$ cat src/rtl/seq_div_pkg.sv
// Shared definitions for the seq_div restoring divider: FSM state encoding
// and the counter-width helper.
package seq_div_pkg;

  typedef enum logic [1:0] {
    ST_IDLE = 2'd0,
    ST_CALC = 2'd1,
    ST_DONE = 2'd2
  } state_t;

  // Ceiling log2: number of bits needed to hold values 0..value-1.
  function automatic int clog2(input int value);
    int n;
    n = 0;
    while ((1 << n) < value) n++;
    return n;
  endfunction

endpackage

$ cat src/rtl/seq_div_div_step.sv
// One restoring-division step: trial-subtract the divisor from the shifted
// partial remainder and keep the difference only when it does not go negative.
module div_step #(
  parameter int DATAWIDTH = 16
) (
  input  logic [DATAWIDTH:0]   prem,
  input  logic [DATAWIDTH-1:0] divisor,
  output logic [DATAWIDTH-1:0] nrem,
  output logic                 qbit
);

  logic [DATAWIDTH-1:0] diff;

  // The compare keeps the carry bit; the difference fits in DATAWIDTH bits
  // whenever it is kept, because it is then smaller than the divisor.
  always_comb begin
    qbit = (prem >= {1'b0, divisor});
    diff = prem[DATAWIDTH-1:0] - divisor;
    nrem = qbit ? diff : prem[DATAWIDTH-1:0];
  end

endmodule

$ cat src/rtl/seq_div.sv
// Multi-cycle restoring divider, one quotient bit per clock.
// Define SEQ_DIV_SIGNED_EN for two's-complement (truncating) division.
module seq_div
  import seq_div_pkg::*;
#(
  parameter int DATAWIDTH = 16
) (
  input  logic                 Clk,
  input  logic                 Rst,
  input  logic                 start,
  input  logic [DATAWIDTH-1:0] a,
  input  logic [DATAWIDTH-1:0] b,
  output logic [DATAWIDTH-1:0] quot,
  output logic [DATAWIDTH-1:0] rem,
  output logic                 busy,
  output logic                 done,
  output logic                 divzero
);

  localparam int             CW       = clog2(DATAWIDTH + 1);
  localparam logic [CW-1:0]  CNT_LOAD = CW'(DATAWIDTH);
  localparam logic [CW-1:0]  CNT_LAST = CW'(1);

  state_t               state, state_nxt;
  logic [CW-1:0]        cnt;
  logic [DATAWIDTH-1:0] dvd, dvs, prem, qsh;
  logic [DATAWIDTH-1:0] a_mag, b_mag;
  logic [DATAWIDTH-1:0] step_rem, quot_mag, quot_fix, rem_fix;
  logic                 step_q, accept, last, b_zero;

`ifdef SEQ_DIV_SIGNED_EN
  logic q_neg, r_neg;

  function automatic logic [DATAWIDTH-1:0] magnitude(input logic signed [DATAWIDTH-1:0] v);
    return v[DATAWIDTH-1] ? -v : v;
  endfunction

  function automatic logic [DATAWIDTH-1:0] apply_sign(input logic [DATAWIDTH-1:0] m,
                                                      input logic             neg);
    return neg ? -m : m;
  endfunction

  assign a_mag    = magnitude($signed(a));
  assign b_mag    = magnitude($signed(b));
  assign quot_fix = apply_sign(quot_mag, q_neg);
  assign rem_fix  = apply_sign(step_rem, r_neg);

  always_ff @(posedge Clk or posedge Rst) begin
    if (Rst) begin
      q_neg <= 1'b0;
      r_neg <= 1'b0;
    end else if (accept) begin
      q_neg <= a[DATAWIDTH-1] ^ b[DATAWIDTH-1];
      r_neg <= a[DATAWIDTH-1];
    end
  end
`else
  assign a_mag    = a;
  assign b_mag    = b;
  assign quot_fix = quot_mag;
  assign rem_fix  = step_rem;
`endif

  assign b_zero   = (b == '0);
  assign accept   = start && (state == ST_IDLE || state == ST_DONE);
  assign last     = (state == ST_CALC) && (cnt == CNT_LAST);
  assign quot_mag = {qsh[DATAWIDTH-2:0], step_q};
  assign busy     = (state != ST_IDLE);
  assign done     = (state == ST_DONE);

  div_step #(.DATAWIDTH(DATAWIDTH)) u_step (
    .prem    ({prem, dvd[DATAWIDTH-1]}),
    .divisor (dvs),
    .nrem    (step_rem),
    .qbit    (step_q)
  );

  always_ff @(posedge Clk or posedge Rst) begin
    if (Rst) state <= ST_IDLE;
    else     state <= state_nxt;
  end

  always_comb begin
    state_nxt = state;
    case (state)
      ST_IDLE: if (start) state_nxt = b_zero ? ST_DONE : ST_CALC;
      ST_CALC: if (cnt == CNT_LAST) state_nxt = ST_DONE;
      ST_DONE: begin
        if (start) state_nxt = b_zero ? ST_DONE : ST_CALC;
        else       state_nxt = ST_IDLE;
      end
      default: state_nxt = ST_IDLE;
    endcase
  end

  // Operand capture, per-bit iteration and result write-back.
  always_ff @(posedge Clk or posedge Rst) begin
    if (Rst) begin
      cnt     <= '0;
      dvd     <= '0;
      dvs     <= '0;
      prem    <= '0;
      qsh     <= '0;
      quot    <= '0;
      rem     <= '0;
      divzero <= 1'b0;
    end else if (accept) begin
      cnt     <= CNT_LOAD;
      dvd     <= a_mag;
      dvs     <= b_mag;
      prem    <= '0;
      qsh     <= '0;
      divzero <= b_zero;
      if (b_zero) begin
        quot <= '1;
        rem  <= a;
      end
    end else if (state == ST_CALC) begin
      cnt  <= cnt - CNT_LAST;
      dvd  <= {dvd[DATAWIDTH-2:0], 1'b0};
      prem <= step_rem;
      qsh  <= quot_mag;
      if (last) begin
        quot <= quot_fix;
        rem  <= rem_fix;
      end
    end
  end

endmodule

$ cat config.mk
export PLATFORM = sky130hd
export DESIGN_NAME = seq_div
export DESIGN_NICKNAME = d
export VERILOG_FILES = /design/src/rtl/seq_div_pkg.sv /design/src/rtl/seq_div_div_step.sv /design/src/rtl/seq_div.sv
export SDC_FILE = /design/constraint.sdc
export NUM_CORES = 1
export LEC_CHECK = 0
export CORE_ASPECT_RATIO = 0.9
export CORE_MARGIN = 2
export CORE_UTILIZATION = 50
export CTS_CLUSTER_SIZE = 30
export DETAILED_ROUTE_END_ITERATION = 12
export GPL_TIMING_DRIVEN = 0
export PLACE_DENSITY = 0.72
export SYNTH_ARGS = -nofsm -noshare
export SYNTH_HDL_FRONTEND = slang
export SYNTH_SLANG_ARGS = --single-unit
$ cat constraint.sdc
create_clock -name Clk -period 5.1 [get_ports Clk]
set_clock_uncertainty 0.15 [all_clocks]
set_input_delay 1.02 -clock Clk [delete_from_list [all_inputs] [get_ports Clk]]
set_output_delay 1.02 -clock Clk [all_outputs]
set_load 0.03 [all_outputs]
==> metrics.md <==
| Metric | Value |
|---|---|
| Outcome | finished clean |
| Asr flop ratio synth | 100% |
| CTS max path bufs | 2 |
| Ranking of synthesized cells by area | dfrtp_1 (47%), nand2_1 (5.4%), o21ai_0 (5.2%) |
| Max capacitance violation total | 0 |
| DR WL/cell | 18.4 um |
| WP buf/inv | 3 |
| Critical-path cell list | clkdlybuf4s50_1 -> nor2b_1 -> clkbuf_1 -> nand2_1 -> clkbuf_1 -> o21ai_0 -> a31oi_1 |
| Synth cell types | 67 |
| Number of global-route vias before repair | 4455 |
| Area grow syn2layout | 21.7% |
| Final-stage net count | about 700 |
| Register area share after synthesis | 47.3% |
| Peak VDD IR | about 520 uV |
| Post-synth top cells | dfrtp_1 (103), nand2_1 (78), nor2_1 (57), o21ai_0 (57), a21oi_1 (36) |
| Final Slew Violations | 0 |
| Slowest cell on crit path | clkbuf_1 |
| Final worst slack | 1.91 ns |
| R2R Setup Slk | 2.19 ns |
| RSZ-0062 raised after global routing | no |
| Row count | 36 |
| Die span in x | 114 um |
| Buffers inserted by post-CTS timing repair | 0 |
| Detailed placement HPWL | 11100 um |
| Hold WC Path Type | reg -> reg |
| Pre-Repair DR Iteration Count | 5 |
| Fin util | around 62% |
| Post-synth top flop | dfrtp_1 |
| Highest clock rate | 314 MHz |
| Worst R2R Start | dvd[15]$_DFFE_PP0P_ |
| Die height | 103 um |
| Net Count, Synth | 640 |
| Grt ovf | 0 |
| Place WS | roughly 1.6 ns |
| Initial drt markers | 347 |
| Worst endpoint required time | 5.16 ns |
| Worst-margin pin slew | 0.727 ns |
| Routability cong. | 0.898 |
| Synth Register Bits | 103 |
| Synth top area share | 47.3% |
| Full die area | about 12000 um2 |
| Routed Antenna Nets | 0 |
| CTS Sinks | between 100 and 150 |
| Starting Density | 50.8% |
| Most frequent cell after synthesis | dfrtp_1 |
| CTS HTree Levels | 3 |
| ANT cells | 0 |
| Critical Path Source | start |
| Pwr Density | approximately 840 nW/um2 |
| Synth warn | 0 |
| Cts-stage hold buffer count | 0 |
| Number of I/O pins | 70 |
| CTS tree | done |
| Cell count after synthesis | slightly below 600 |
| Crit path capture type | flip-flop |
| Initial antenna violation count | 0 |
| # DRC | 0 |
| Crit-path max FO | 10 |
| Hold path startpoint | divzero$_DFFE_PP0P_ |
| Vias/cell | around 6 |
| First-pass GRT wire length | 23600 um |
| Crit start category | input port |
| Finish-stage setup viols | 0 |
| Clk Latency, worst-skew pair | 0.36 ns |
| CTS root buf | clkbuf_16 |
| GR Util All Layers | 26.5% |
| Crit path DAT | around 3.3 ns |
| Max-slew headroom | 51.6% |
| Share of cells above drive strength 1 | 6.40% |
| TritonCTS Buffers | 9 |
| Mapped Area | 5450 um2 |
| Crit path max-delay family | buffers and inverters |
| Final hold violation count | 0 |
| Number of synthesized flops with an enable pin | 0 |
| Crit path kind | in -> reg |
| Drt total wl | 14800 um |
| Syn_area_per_cell | 9.30 um2 |
| Core area | 10700 um2 |
| Largest net degree at the start of global routing | 65 |
| Critical Path Most Common Cell | clkbuf_1 |
| Max incr delay on CP | 0.53 ns |
| Register clock-pin slew on the reported worst setup and hold paths | 0.08 ns |
| Port buffer count | 69 |
| Period utilization | 62.5% |
| Post-synth top area cell | dfrtp_1 |
| Via count | between 4000 and 5000 |
| PostCTS Resize Cnt | 0 |
| Post-route minimum period | 3.19 ns |
| Leakage | 0.00294 uW |
[worst min-delay path: stages, from the launching register on]
cell     delay, ns
dfrtp_1       0.35
nand2_1       0.05
nand2_1       0.06
[logic make-up (layout without fill, tap and decap cells)]
kind of cell,Yosys count,after routing,share of synthesized area (%)
fa+ha+maj,19,19,4.50
simple gates,192,192,16.1
compound gates,177,177,21.4
mux,20,20,3.86
buf+inv,66,152,5.37
flops,103,103,47.3
xor+xnor,9,9,1.45
[metrics by stage]
step | hold WS [ns] | instances | total power, uW | setup TNS [ns] | instance area (um2)
after global routing | 0.372 | 805 | 5990 | 0 | 6630
after CTS | 0.343 | 805 | 5560 | 0 | 6630
final | 0.342 | 805 | 5560 | 0 | 6630
after floorplan | 0.296 | 586 | 3900 | 0 | 5450
after global placement | 0.315 | 788 | 4750 | -26.08 | 6310
after detailed placement | 0.326 | 789 | 4840 | 0 | 6340
[power by group]
group          internal, uW  total, uW  leakage, uW  switching, uW
logic                  1390       3400      0.00157           2010
clock network           347        690     0.000146            343
registers              1210       1470      0.00122            263
[cell type report]
cell class / count / area [um2]
Sequential cell: 103 / 2580
Clock buffer: 9 / 225
Timing Repair Buffer: 70 / 718
Fill cell: 915 / 4090
Inverter: 28 / 108
Tap cell: 133 / 166
Clock inverter: 7 / 71.3
Multi-Input combinational cell: 417 / 2580
Buffer: 38 / 188
[layer usage]
layer,part of all wire [%],routed length [um],vias to the layer above,GRT usage (%)
li1,-,-,2257,-
met1,45,6710,2353,37.7
met2,46,6810,188,41.4
met3,7.3,1080,21,5.76
met4,1.5,228,0,7.22
met5,0,0,-,0
[cell usage in the layout, fill, tap and decap left out, types with 4 or more instances in the layout]
cell	count
clkbuf_16	9
xor2_1	4
o211ai_1	9
nand2_1	78
nand3_1	13
inv_6	4
xnor2_1	5
nor2_1	57
dfrtp_1	103
a21oi_1	36
nand2b_1	5
inv_1	27
clkbuf_1	23
a31oi_1	10
a22o_1	14
clkdlybuf4s50_1	69
buf_2	5
buf_6	4
a21o_1	6
nor2b_1	4
ha_1	18
mux2i_1	18
nor4_1	5
nor3_1	7
o21ai_0	57
o221ai_1	6
a2111oi_0	4
[flip-flops by register name, indices dropped and copies added, names as in the netlist]
signal / cells
prem: 16
rem: 16
qsh: 15
cnt: 5
dvd: 16
dvs: 16
divzero: 1
state: 2
quot: 16
[path summary, 6_finish.rpt]
path	endpoint	depth (start not counted)
worst max-delay path	rem[14]$_DFFE_PP0P_	7
worst min-delay path	divzero$_DFFE_PP0P_	2
worst max register to register	prem[14]$_DFFE_PP0P_	9
worst min register to register	divzero$_DFFE_PP0P_	2
max in group asynchronous	prem[8]$_DFFE_PP0P_	3
min in group asynchronous	dvs[12]$_DFFE_PP0P_	2
No activity file was read; power rests on OpenSTA's default activity.
==> RTL edit (config.mk and constraints unchanged) <==
Encoding of `state_t`: now one-hot (3 bits for 3 states).
--- a/src/rtl/seq_div_pkg.sv
+++ b/src/rtl/seq_div_pkg.sv
@@ -4,6 +4,6 @@
 
-  typedef enum logic [1:0] {
-    ST_IDLE = 2'd0,
-    ST_CALC = 2'd1,
-    ST_DONE = 2'd2
+  typedef enum logic [2:0] {
+    ST_IDLE = 3'b001,
+    ST_CALC = 3'b010,
+    ST_DONE = 3'b100
   } state_t;
Check against the original RTL: no difference found for any inputs over 10 cycles, from zero or initial values and one cycle with Rst high; not proved beyond that.
==> RTL edit against the original RTL <==
- the run now ends with DRC left
- sequential share of layout area up 0.89 points
- area after synthesis decreased by 1.6%
- utilization is 1.5 points higher
- setup slack got worse by 0.16 ns
- final area decreased by 1.2%
- register-to-register slack lost 0.15 ns
- routed wire length grew 2.9%
- sequential cell count grew 1
- total power is 22% lower
- final cell count rose by 3.5%
- critical path type unchanged
- critical endpoint is now quot[2]$_DFFE_PP0P_
==> RTL edit: results (changes against the original RTL) <==
post-synthesis mux area share=0.0114 (-0.0271); arrival time worst endpoint=3.43 ns (+0.18 ns); DR DRC count=3 (+3); dpl hpwl=11400 um (+2.3%); most instantiated cells after synthesis=nand2_1 (136), dfrtp_1 (103), o21ai_0 (67); cell count after placement=817 (+3.5%); Worst VDD drop=355 uV (-32%); CP max-delay cell=nor4_1; origin of the worst setup path=b[10]; Post-Syn Instances=618 (+5.5%); status=finished, violations left; initial DRC count=373 (+7.5%); largest net degree at the start of global routing=69 (+6.2%); most frequent cell after synthesis=nand2_1; CP top delay family=simple AND/OR/NAND/NOR gates; end of the critical path=quot[2]$_DFFE_PP0P_; register area=0.00260 mm^2 (+1.0%); Worst R2R Start=dvs[1]$_DFFE_PP0P_; fraction of area in multi-input gates=0.383 (-0.00617); Sw Ratio=0.454 (-0.0163); clock share of power=0.166 (+0.042); failing checks=DRC; Hold Path End=quot[1]$_DFFE_PP0P_; vias in the first global route=4776 (+7.2%); Power Sequential=1.27 mW (-14%); worst-margin pin slew=0.697 ns (-0.0295 ns); share of cells above drive strength 1=0.0440 (-0.0200); placer congestion estimate=0.903 (+0.57%); Synth area leaders=dfrtp_1 (48%), nand2_1 (9.5%), o21ai_0 (6.3%), a21oi_1 (5.4%), ha_1 (4.2%); setup slack after placement=1.35 ns (-0.255 ns); fmax=299 MHz (-4.8%); first-pass GRT wire length=24800 um (+4.9%); Non-clk bufs=109 (+0.93%); hold path startpoint=quot[1]$_DFFE_PP0P_; non-filler instance count after layout=833 (+3.5%); Compound-Gate Fraction of Synth Area=0.220 (+0.00625); clock sinks=104 (+0.97%)
==> RTL edit: cell count changes in the layout (fill, tap and decap cells not counted), moves of 8 or more <==
cell	unedited run	this run
a21oi_1	36	58
a22o_1	14	0
mux2i_1	18	5
nand2_1	78	136
nand3_1	13	5
nor2_1	57	39
o21ai_0	57	67
o22ai_1	1	13
==> RTL edit: metrics by stage <==
stage	util	instance area [um^2]	TNS, ns
2_1_floorplan	-	5360	0
3_3_place_gp	0.601	6220	-39.37
3_5_place_dp	0.604	6250	0
4_1_cts	0.634	6550	0
5_1_grt	0.634	6550	0
6_report	0.634	6550	0
==> RTL edit: metal layers <==
metal  part of all wire  routed length (um)  up-vias  track usage
li1                   -                   -     2313            -
met1               0.46                7040     2393        0.392
met2               0.44                6670      186        0.413
met3              0.076                1150       29       0.0617
met4              0.026                 403        0        0.120
met5                  0                   0        -            0
